File: src/rtl/alu_muldiv_control.sv
// alu_muldiv_control: ALU control decode plus a sequenced HI/LO unit.
//   Decode (combinational): ALUOp/funct -> ALUControl.
//   HI/LO unit: MTHI/MTLO complete in one edge. MULT/MULTU/DIV/DIVU each take
//   WIDTH+2 edges: iterative shift-add multiply, or restoring divide.
// Ports:
//   clk, rst              clock, synchronous active-high reset
//   ALUOp, funct, start   decode inputs and issue strobe from the main FSM
//   src_a, src_b          rs/rt operands, captured on accept
//   ALUControl            combinational ALU select
//   busy, done            operation in flight / one-cycle completion pulse
//   hi, lo, div_by_zero   HI/LO registers and sticky divide-by-zero flag
module alu_muldiv_control #(
  parameter int unsigned WIDTH  = 32,
  parameter int unsigned CTRL_W = 4
) (
  input  logic              clk,
  input  logic              rst,
  input  logic [1:0]        ALUOp,
  input  logic [5:0]        funct,
  input  logic              start,
  input  logic [WIDTH-1:0]  src_a,
  input  logic [WIDTH-1:0]  src_b,
  output logic [CTRL_W-1:0] ALUControl,
  output logic              busy,
  output logic              done,
  output logic [WIDTH-1:0]  hi,
  output logic [WIDTH-1:0]  lo,
  output logic              div_by_zero
);

  localparam int unsigned PW = 2 * WIDTH;

  typedef enum logic [1:0] {S_IDLE, S_LOAD, S_RUN, S_FIX} state_t;

  state_t             state;
  logic [WIDTH-1:0]   cnt;
  logic [WIDTH-1:0]   acc;     // product upper half, or partial remainder
  logic [WIDTH-1:0]   q;       // multiplier bits, or dividend/quotient bits
  logic [WIDTH-1:0]   m;       // multiplicand or divisor magnitude
  logic               is_div;
  logic               neg_q;   // negate product / quotient at FIX
  logic               neg_r;   // negate remainder at FIX
  logic               dz;

  // ALU select decode
  always_comb begin
    ALUControl = CTRL_W'(4'b0010);
    case (ALUOp)
      2'b01: ALUControl = CTRL_W'(4'b0110);
      2'b10: begin
        case (funct)
          6'h20, 6'h21: ALUControl = CTRL_W'(4'b0010);
          6'h22, 6'h23: ALUControl = CTRL_W'(4'b0110);
          6'h24:        ALUControl = CTRL_W'(4'b0000);
          6'h25:        ALUControl = CTRL_W'(4'b0001);
          6'h26:        ALUControl = CTRL_W'(4'b0011);
          6'h27:        ALUControl = CTRL_W'(4'b0100);
          6'h2A:        ALUControl = CTRL_W'(4'b0111);
          6'h2B:        ALUControl = CTRL_W'(4'b1000);
          6'h00:        ALUControl = CTRL_W'(4'b1001);
          6'h02:        ALUControl = CTRL_W'(4'b1010);
          6'h03:        ALUControl = CTRL_W'(4'b1011);
          default:      ALUControl = CTRL_W'(4'b0010);
        endcase
      end
      default: ALUControl = CTRL_W'(4'b0010);
    endcase
  end

  // Accept qualification and operand magnitudes (funct[0]=0 marks signed ops)
  logic             accept_c;
  logic             is_mt_c;
  logic             sgn_c;
  logic [WIDTH-1:0] abs_a_c;
  logic [WIDTH-1:0] abs_b_c;

  always_comb begin
    accept_c = start && (state == S_IDLE) && (ALUOp == 2'b10) &&
               (funct inside {6'h11, 6'h13, 6'h18, 6'h19, 6'h1A, 6'h1B});
    is_mt_c  = (funct == 6'h11) || (funct == 6'h13);
    sgn_c    = ~funct[0];
    abs_a_c  = (sgn_c && src_a[WIDTH-1]) ? ('0 - src_a) : src_a;
    abs_b_c  = (sgn_c && src_b[WIDTH-1]) ? ('0 - src_b) : src_b;
  end

  // One iteration step: shift-add multiply or restoring divide
  logic [WIDTH:0]   add_sum_c;
  logic [WIDTH:0]   shifted_c;
  logic [WIDTH-1:0] diff_c;
  logic             ge_c;
  logic [WIDTH-1:0] step_acc_c;
  logic [WIDTH-1:0] step_q_c;

  always_comb begin
    add_sum_c = {1'b0, acc} + (q[0] ? {1'b0, m} : '0);
    shifted_c = {acc, q[WIDTH-1]};
    ge_c      = (shifted_c >= {1'b0, m});
    // True difference is below m whenever ge holds, so WIDTH bits suffice
    diff_c    = shifted_c[WIDTH-1:0] - m;
    if (is_div) begin
      step_acc_c = ge_c ? diff_c : shifted_c[WIDTH-1:0];
      step_q_c   = {q[WIDTH-2:0], ge_c};
    end else begin
      step_acc_c = add_sum_c[WIDTH:1];
      step_q_c   = {add_sum_c[0], q[WIDTH-1:1]};
    end
  end

  // Sign correction applied at FIX
  logic [PW-1:0]    prod_fix_c;
  logic [WIDTH-1:0] quo_fix_c;
  logic [WIDTH-1:0] rem_fix_c;

  always_comb begin
    prod_fix_c = neg_q ? ('0 - {acc, q}) : {acc, q};
    quo_fix_c  = neg_q ? ('0 - q) : q;
    rem_fix_c  = neg_r ? ('0 - acc) : acc;
  end

  // Sequencer and HI/LO registers
  always_ff @(posedge clk) begin
    if (rst) begin
      state       <= S_IDLE;
      cnt         <= '0;
      acc         <= '0;
      q           <= '0;
      m           <= '0;
      is_div      <= 1'b0;
      neg_q       <= 1'b0;
      neg_r       <= 1'b0;
      dz          <= 1'b0;
      hi          <= '0;
      lo          <= '0;
      busy        <= 1'b0;
      done        <= 1'b0;
      div_by_zero <= 1'b0;
    end else begin
      done <= 1'b0;
      case (state)
        S_IDLE: begin
          if (accept_c) begin
            div_by_zero <= 1'b0;
            if (is_mt_c) begin
              if (funct == 6'h11) hi <= src_a;
              else                lo <= src_a;
              done <= 1'b1;
            end else begin
              state  <= S_LOAD;
              busy   <= 1'b1;
              is_div <= funct[1];
              neg_q  <= sgn_c & (src_a[WIDTH-1] ^ src_b[WIDTH-1]);
              neg_r  <= sgn_c & src_a[WIDTH-1];
              dz     <= funct[1] && (src_b == '0);
              acc    <= '0;
              q      <= funct[1] ? abs_a_c : abs_b_c;
              m      <= funct[1] ? abs_b_c : abs_a_c;
            end
          end
        end
        S_LOAD: begin
          cnt   <= WIDTH'(WIDTH);
          state <= S_RUN;
        end
        S_RUN: begin
          acc <= step_acc_c;
          q   <= step_q_c;
          cnt <= cnt - WIDTH'(1);
          if (cnt == WIDTH'(1)) state <= S_FIX;
        end
        S_FIX: begin
          if (is_div) begin
            // With a zero divisor the remainder path reproduces src_a
            hi          <= rem_fix_c;
            lo          <= dz ? '1 : quo_fix_c;
            div_by_zero <= dz;
          end else begin
            hi <= prod_fix_c[PW-1:WIDTH];
            lo <= prod_fix_c[WIDTH-1:0];
          end
          done  <= 1'b1;
          busy  <= 1'b0;
          state <= S_IDLE;
        end
        default: state <= S_IDLE;
      endcase
    end
  end

endmodule

File: config.mk
export PLATFORM = sky130hd
export DESIGN_NAME = alu_muldiv_control
export DESIGN_NICKNAME = d
export VERILOG_FILES = /design/src/rtl/alu_muldiv_control.sv
export SDC_FILE = /design/constraint.sdc
export NUM_CORES = 1
export LEC_CHECK = 0
export CAP_MARGIN = 20
export CORE_ASPECT_RATIO = 0.8
export CORE_MARGIN = 2
export CORE_UTILIZATION = 40
export CTS_CLUSTER_DIAMETER = 40
export DETAILED_ROUTE_END_ITERATION = 10
export MAX_ROUTING_LAYER = met4
export PLACE_DENSITY = 0.63
export SKIP_CTS_REPAIR_TIMING = 1
export SLEW_MARGIN = 20
export SYNTH_ARGS = -nofsm -noshare
export SYNTH_HDL_FRONTEND = slang
export SYNTH_SLANG_ARGS = --single-unit
File: constraint.sdc
create_clock -name clk -period 4.2 [get_ports clk]
set_input_delay 0.63 -clock clk [delete_from_list [all_inputs] [get_ports clk]]
set_output_delay 0.63 -clock clk [all_outputs]
set_load 0.02 [all_outputs]
==> results.cfg, run 1 <==
[status]
status = finished clean

[job]
maxCapViolCount = 0

[grt]
grt_pass1_wl_um = 101000
grt_pass1_vias = 16200
grt_util_all_layers_pct = 32.0
antenna_found_initial = 0
grt_start_max_net_pins = 83
grt_overflow = 0

[pwr]
total_leakage_power_nw = 7.70
internal-power_mw = 4.24
p_comb_share_pct = 18.5
netSwitchingFraction_pct = 30.1
switching_power_mw = 1.83
irDropWorstVdd_uv = 204
clock_power_share_pct = 47.1
seqPwrFrac_pct = 34.5
power.density_nw_per_um2 = 305

[logic_synthesis]
syn_inst = 2270
ys_seq_elements = 201
syn-num-nets = 2427
ys_top_cells_by_area = dfxtp_1, nor2_1, a21oi_1
synth.avg_cell_area_sq_um = 7.25
synth_edf_count = 0
ys_top_cells_by_count = nor2_1, nand2_1, a21oi_1
synth-async-reset-ratio_pct = 0
yosysMostFrequentCell = nor2_1
synth-warning-count = 0
synth_top_cell_area_share_pct = 24.5
yosysTopAreaCell = dfxtp_1
yosysUniqueCellTypes = 78
netlist_area_sq_um = 16500
synth_ff_type = dfxtp_1
ys_seq_area_share_pct = 24.5

[die]
die_area_sq_um = 42800
die_w_um = 231
num_rows = 66
start_util_pct = 40.5
die_h_um = 185
core_area_sq_um = 40600
num_io_pins = 146

[clock_network]
clock_latency_ns = 0.52
cts_tree = yes
htreeDepth = 2
cts_buffers = 34
clk_pin_slew_worst_paths_ns = 0.05
clk_path_buf_depth = 3
clock_sinks = 201
clk_root_buffer_cell = clkbuf_16

[sta]
post-route-min-period_ns = 3.87
skew_ns = 0.0210
hold_ws_ns = 0.457
hold_viol = 0
period_share_pct = 92.0
finalMaxSlewViolations = 0
max_freq_mhz = 259
slew_headroom_pct = 35.2
setup_tns_ns = 0
tightestPinTransition_ns = 0.970
grt_setup_unrepaired = no
finalSetupViolCount = 0

[setup_path]
cp.required_ns = 4.56
cp.arrival_ns = 4.22
crit_start = q[0]$_SDFFE_PP0P_
reg2reg_to = acc[31]$_SDFFE_PP0P_
r2r_start = q[0]$_SDFFE_PP0P_
critical_path_class = flip-flop to flip-flop
cp_max_fo = 19
r2r_cells = 15
r2r_slack_ns = 0.33
endpoint = acc[31]$_SDFFE_PP0P_
worst_setup_path_end_kind = flip-flop
worst_setup_path_start_kind = flip-flop

[placed_design]
gp_congestion = 1.05
dpl.hpwl_um = 52600
port_buffers = 145

[finish]
antenna_cells = 0
area_growth_syn_to_layout_pct = 20.7
nNetsFinal = 2548
drive_gt1_share_pct = 8.53

[routing]
routed_via_density = 6.04
drt-total-wl_um = 68200
dr.pass1.iters = 6
drc_errors = 0
wire_per_inst_um = 23.0
antenna_left = 0
wl_met3_um = 7780
wl_met1_um = 31700
dr_wl_met2_um = 26500
routed.top_layer = met4
vias = 17900
drtIter0Drc = 1985

[worst_hold_path]
hp-class = flip-flop to flip-flop
[layout by cell type (no fill, tap or decap), types with 19 or more instances in the layout]
| master | n |
|---|---|
| a211oi_1 | 85 |
| a21o_1 | 27 |
| a21oi_1 | 205 |
| a31oi_1 | 36 |
| buf_4 | 91 |
| clkbuf_16 | 35 |
| clkdlybuf4s50_1 | 143 |
| dfxtp_1 | 200 |
| ha_1 | 78 |
| inv_1 | 74 |
| mux2_2 | 21 |
| mux2i_1 | 41 |
| nand2_1 | 215 |
| nand2b_1 | 19 |
| nand3_1 | 23 |
| nand4_1 | 21 |
| nor2_1 | 290 |
| nor2b_1 | 28 |
| nor3_1 | 81 |
| nor4_1 | 23 |
| o211ai_1 | 42 |
| o21ai_0 | 152 |
| o31ai_1 | 22 |
| or3_1 | 26 |
| xnor2_1 | 105 |
| xor2_1 | 93 |
[power by group through the flow]
stage                     sequential [mW]  combinational, mW  clock (mW)
final                                2.09               1.12        2.85
after floorplan                      2.11              0.705           0
after global routing                 2.10               1.21        2.96
after detailed placement             2.13               1.09           0
after CTS                            2.09               1.10        2.88
after global placement               2.12               1.07           0
[layout make-up]
cell class / count / area (sq um)
inverter: 78 / 293
clock inverter: 20 / 230
tap: 544 / 681
multi-input combinational: 1840 / 11600
clock buffer: 40 / 915
sequential: 201 / 4030
timing repair buffer: 236 / 2140
fill: 4027 / 20800
[worst max-delay path: stages (launching register included)]
cell and delay (ns):
dfxtp_1 0.30, inv_1 0.59, nor2_1 0.09, ha_1 0.33, a21oi_1 0.31, inv_1 0.11
o41ai_1 0.32, buf_4 0.18, nor2_1 0.05, o31ai_1 0.33, buf_4 0.18, a21oi_1 0.14
o41ai_1 0.30, buf_4 0.18, o2111a_1 0.25, a311oi_1 0.06
[registers in the layout, indices dropped and copies added (netlist names)]
signal / count
is_div: 1
hi: 32
lo: 32
neg_r: 1
div_by_zero: 1
m: 32
done: 1
dz: 1
neg_q: 1
q: 32
acc: 32
state: 2
cnt: 32
busy: 1
[kinds of logic (layout without fill, tap and decap cells)]
| logic type | Yosys count | in the layout | share of synthesized area, % |
|---|---|---|---|
| AOI/OAI and AO/OA | 699 | 699 | 26.8 |
| DFF | 201 | 201 | 24.5 |
| muxes | 62 | 62 | 3.93 |
| xor gates and xnor gates | 198 | 198 | 10.5 |
| adders and majority gates | 82 | 82 | 6.33 |
| buffers and inverters | 229 | 374 | 5.35 |
| and+or+nand+nor | 799 | 799 | 22.6 |
[worst min-delay path by stage]
stage	end	cells after the start	from
after floorplan	m[3]$_SDFFE_PP0P_	2	m[3]$_SDFFE_PP0P_
after global placement	acc[13]$_SDFFE_PP0P_	2	acc[13]$_SDFFE_PP0P_
after detailed placement	m[18]$_SDFFE_PP0P_	2	m[18]$_SDFFE_PP0P_
after CTS	m[3]$_SDFFE_PP0P_	2	m[3]$_SDFFE_PP0P_
after global routing	m[25]$_SDFFE_PP0P_	2	m[25]$_SDFFE_PP0P_
final	m[2]$_SDFFE_PP0P_	2	m[2]$_SDFFE_PP0P_
[routing by layer]
layer  vias up  GRT usage, %
met4         0          10.1
met2       973          43.3
met5         -             -
li1       8400             -
met3        98          6.43
met1      8390          46.7
[metrics by stage]
| stage | cell area (sq um) | power [mW] | util, % | instances | setup WS [ns] |
|---|---|---|---|---|---|
| 2_1_floorplan | 16500 | 2.81 | - | 2270 | 0.689 |
| 3_3_place_gp | 18700 | 3.20 | 46.1 | 2899 | 0.396 |
| 3_5_place_dp | 18700 | 3.22 | 46.1 | 2899 | 0.275 |
| 4_1_cts | 19900 | 6.07 | 48.9 | 2959 | 0.471 |
| 5_1_grt | 19900 | 6.28 | 48.9 | 2959 | 0.207 |
| 6_report | 19900 | 6.07 | 48.9 | 2959 | 0.334 |
Note: power is estimated with default switching activity, not from simulation.
==> inputs of run 2 (changes only) <==
--- a/config.mk
+++ b/config.mk
@@ -9,3 +9,3 @@
 export CORE_ASPECT_RATIO = 0.8
-export CORE_MARGIN = 2
+export CORE_MARGIN = 8
 export CORE_UTILIZATION = 40
--- a/constraint.sdc
+++ b/constraint.sdc
@@ -3,2 +3,2 @@
 set_output_delay 0.63 -clock clk [all_outputs]
-set_load 0.02 [all_outputs]
+set_load 0.01 [all_outputs]
==> results.cfg, run 2 (synthesis gave the netlist of run 1 again) <==
[status]
status = finished clean

[die]
num_rows = 66
num_io_pins = 146
core_area_sq_um = 40600
die_area_sq_um = 47900
start_util_pct = 40.5
die_w_um = 243
die_h_um = 197

[sta]
hold_ws_ns = 0.451
hold_viol = 0
grt_setup_unrepaired = no
skew_ns = 0.0278
period_share_pct = 94.8
post-route-min-period_ns = 3.98
slew_headroom_pct = 34.2
finalSetupViolCount = 0
max_freq_mhz = 251
finalMaxSlewViolations = 0
setup_tns_ns = 0
tightestPinTransition_ns = 0.985

[grt]
grt_util_all_layers_pct = 28.0
antenna_found_initial = 3
grt_start_max_net_pins = 85
grt_pass1_vias = 16400
grt_pass1_wl_um = 103000
grt_overflow = 0

[clock_network]
htreeDepth = 2
clk_root_buffer_cell = clkbuf_16
clk_pin_slew_worst_paths_ns = 0.06
cts_tree = yes
clk_path_buf_depth = 3
clock_latency_ns = 0.53
cts_buffers = 36
clock_sinks = 201

[routing]
drc_errors = 0
drt-total-wl_um = 68700
dr.pass1.iters = 8
antenna_left = 0
drtIter0Drc = 1992
vias = 18100
routed_via_density = 6.08
wire_per_inst_um = 23.1

[placed_design]
gp_congestion = 1.01
port_buffers = 145
dp_cells = 2914
dpl.hpwl_um = 53800

[pwr]
irDropWorstVdd_uv = 308
power.density_nw_per_um2 = 305
total_leakage_power_nw = 7.79

[setup_path]
critical_path_class = flip-flop to flip-flop
cp_max_fo = 30
worst_setup_path_end_kind = flip-flop
worst_setup_path_start_kind = flip-flop
cp.required_ns = 4.66
cp.arrival_ns = 4.44

[finish]
drive_gt1_share_pct = 9.20
area_growth_syn_to_layout_pct = 21.8
stdcell_count = 2980
final_cell_mix = nor2_1, nand2_1, a21oi_1
nNetsFinal = 2565
postLayoutCoreUtil_pct = 49.4
final_common_cell = nor2_1

[job]
maxCapViolCount = 0

[worst_hold_path]
hp-class = flip-flop to flip-flop
-- run 2: cell types whose count changed in the layout (fill, tap and decap cells not counted), sizes merged --
cell	change
buf	+15
clkbuf	+4
clkinv	-3
clkinvlp	+3
bufinv	-2
diode	+2
inv	+2
-- run 2: worst max-delay path, cell delays in order (launching register included) --
cell	delay [ns]
dfxtp_1	0.41
inv_1	0.25
buf_12	0.23
nor2_1	0.07
ha_1	0.37
o211ai_1	0.17
o211ai_1	0.28
a21oi_1	0.10
buf_4	0.17
o41ai_1	0.36
buf_4	0.20
o41ai_1	0.09
o21ai_0	0.52
mux2i_1	0.15
a31oi_1	0.34
o31a_1	0.18
-- run 2: worst paths after layout --
check	cells past startpoint	endpoint	slack (ns)	start
worst max-delay path	15	acc[30]$_SDFFE_PP0P_	0.22	q[0]$_SDFFE_PP0P_
worst min-delay path	2	m[4]$_SDFFE_PP0P_	0.45	m[4]$_SDFFE_PP0P_
worst max register to register	15	acc[30]$_SDFFE_PP0P_	0.22	q[0]$_SDFFE_PP0P_
worst min register to register	2	m[4]$_SDFFE_PP0P_	0.45	m[4]$_SDFFE_PP0P_
-- run 2: stage by stage --
stage / instance area [sq um] / total power, mW / worst slack, ns
2_1_floorplan: 16500 / 2.81 / 0.689
3_3_place_gp: 18900 / 3.20 / 0.242
3_5_place_dp: 18900 / 3.22 / 0.361
4_1_cts: 20000 / 6.13 / 0.306
5_1_grt: 20100 / 6.36 / 0.0781
6_report: 20100 / 6.12 / 0.218
-- run 2: report_power, final --
group          switching, mW  internal, mW  leakage, nW  total (mW)
Sequential            0.0862          2.00         1.62        2.09
Clock                   1.09          1.81        0.577        2.90
Combinational          0.702         0.427         5.59        1.13
-- run 2: cell type report --
type | instances | area (sq um)
tap | 544 | 681
clock buffer | 44 | 982
multi-input combinational | 1840 | 11600
antenna | 2 | 5.00
fill | 4056 | 20600
clock inverter | 20 | 201
inverter | 78 | 293
timing repair buffer | 251 | 2280
sequential | 201 | 4030
-- run 2: routing by layer --
layer	vias up	routed length, um	global-route usage (%)
met5	-	0	-
met4	0	1790	7.05
li1	8463	-	-
met2	1002	26500	37.2
met1	8554	32600	41.2
met3	112	7920	6.93
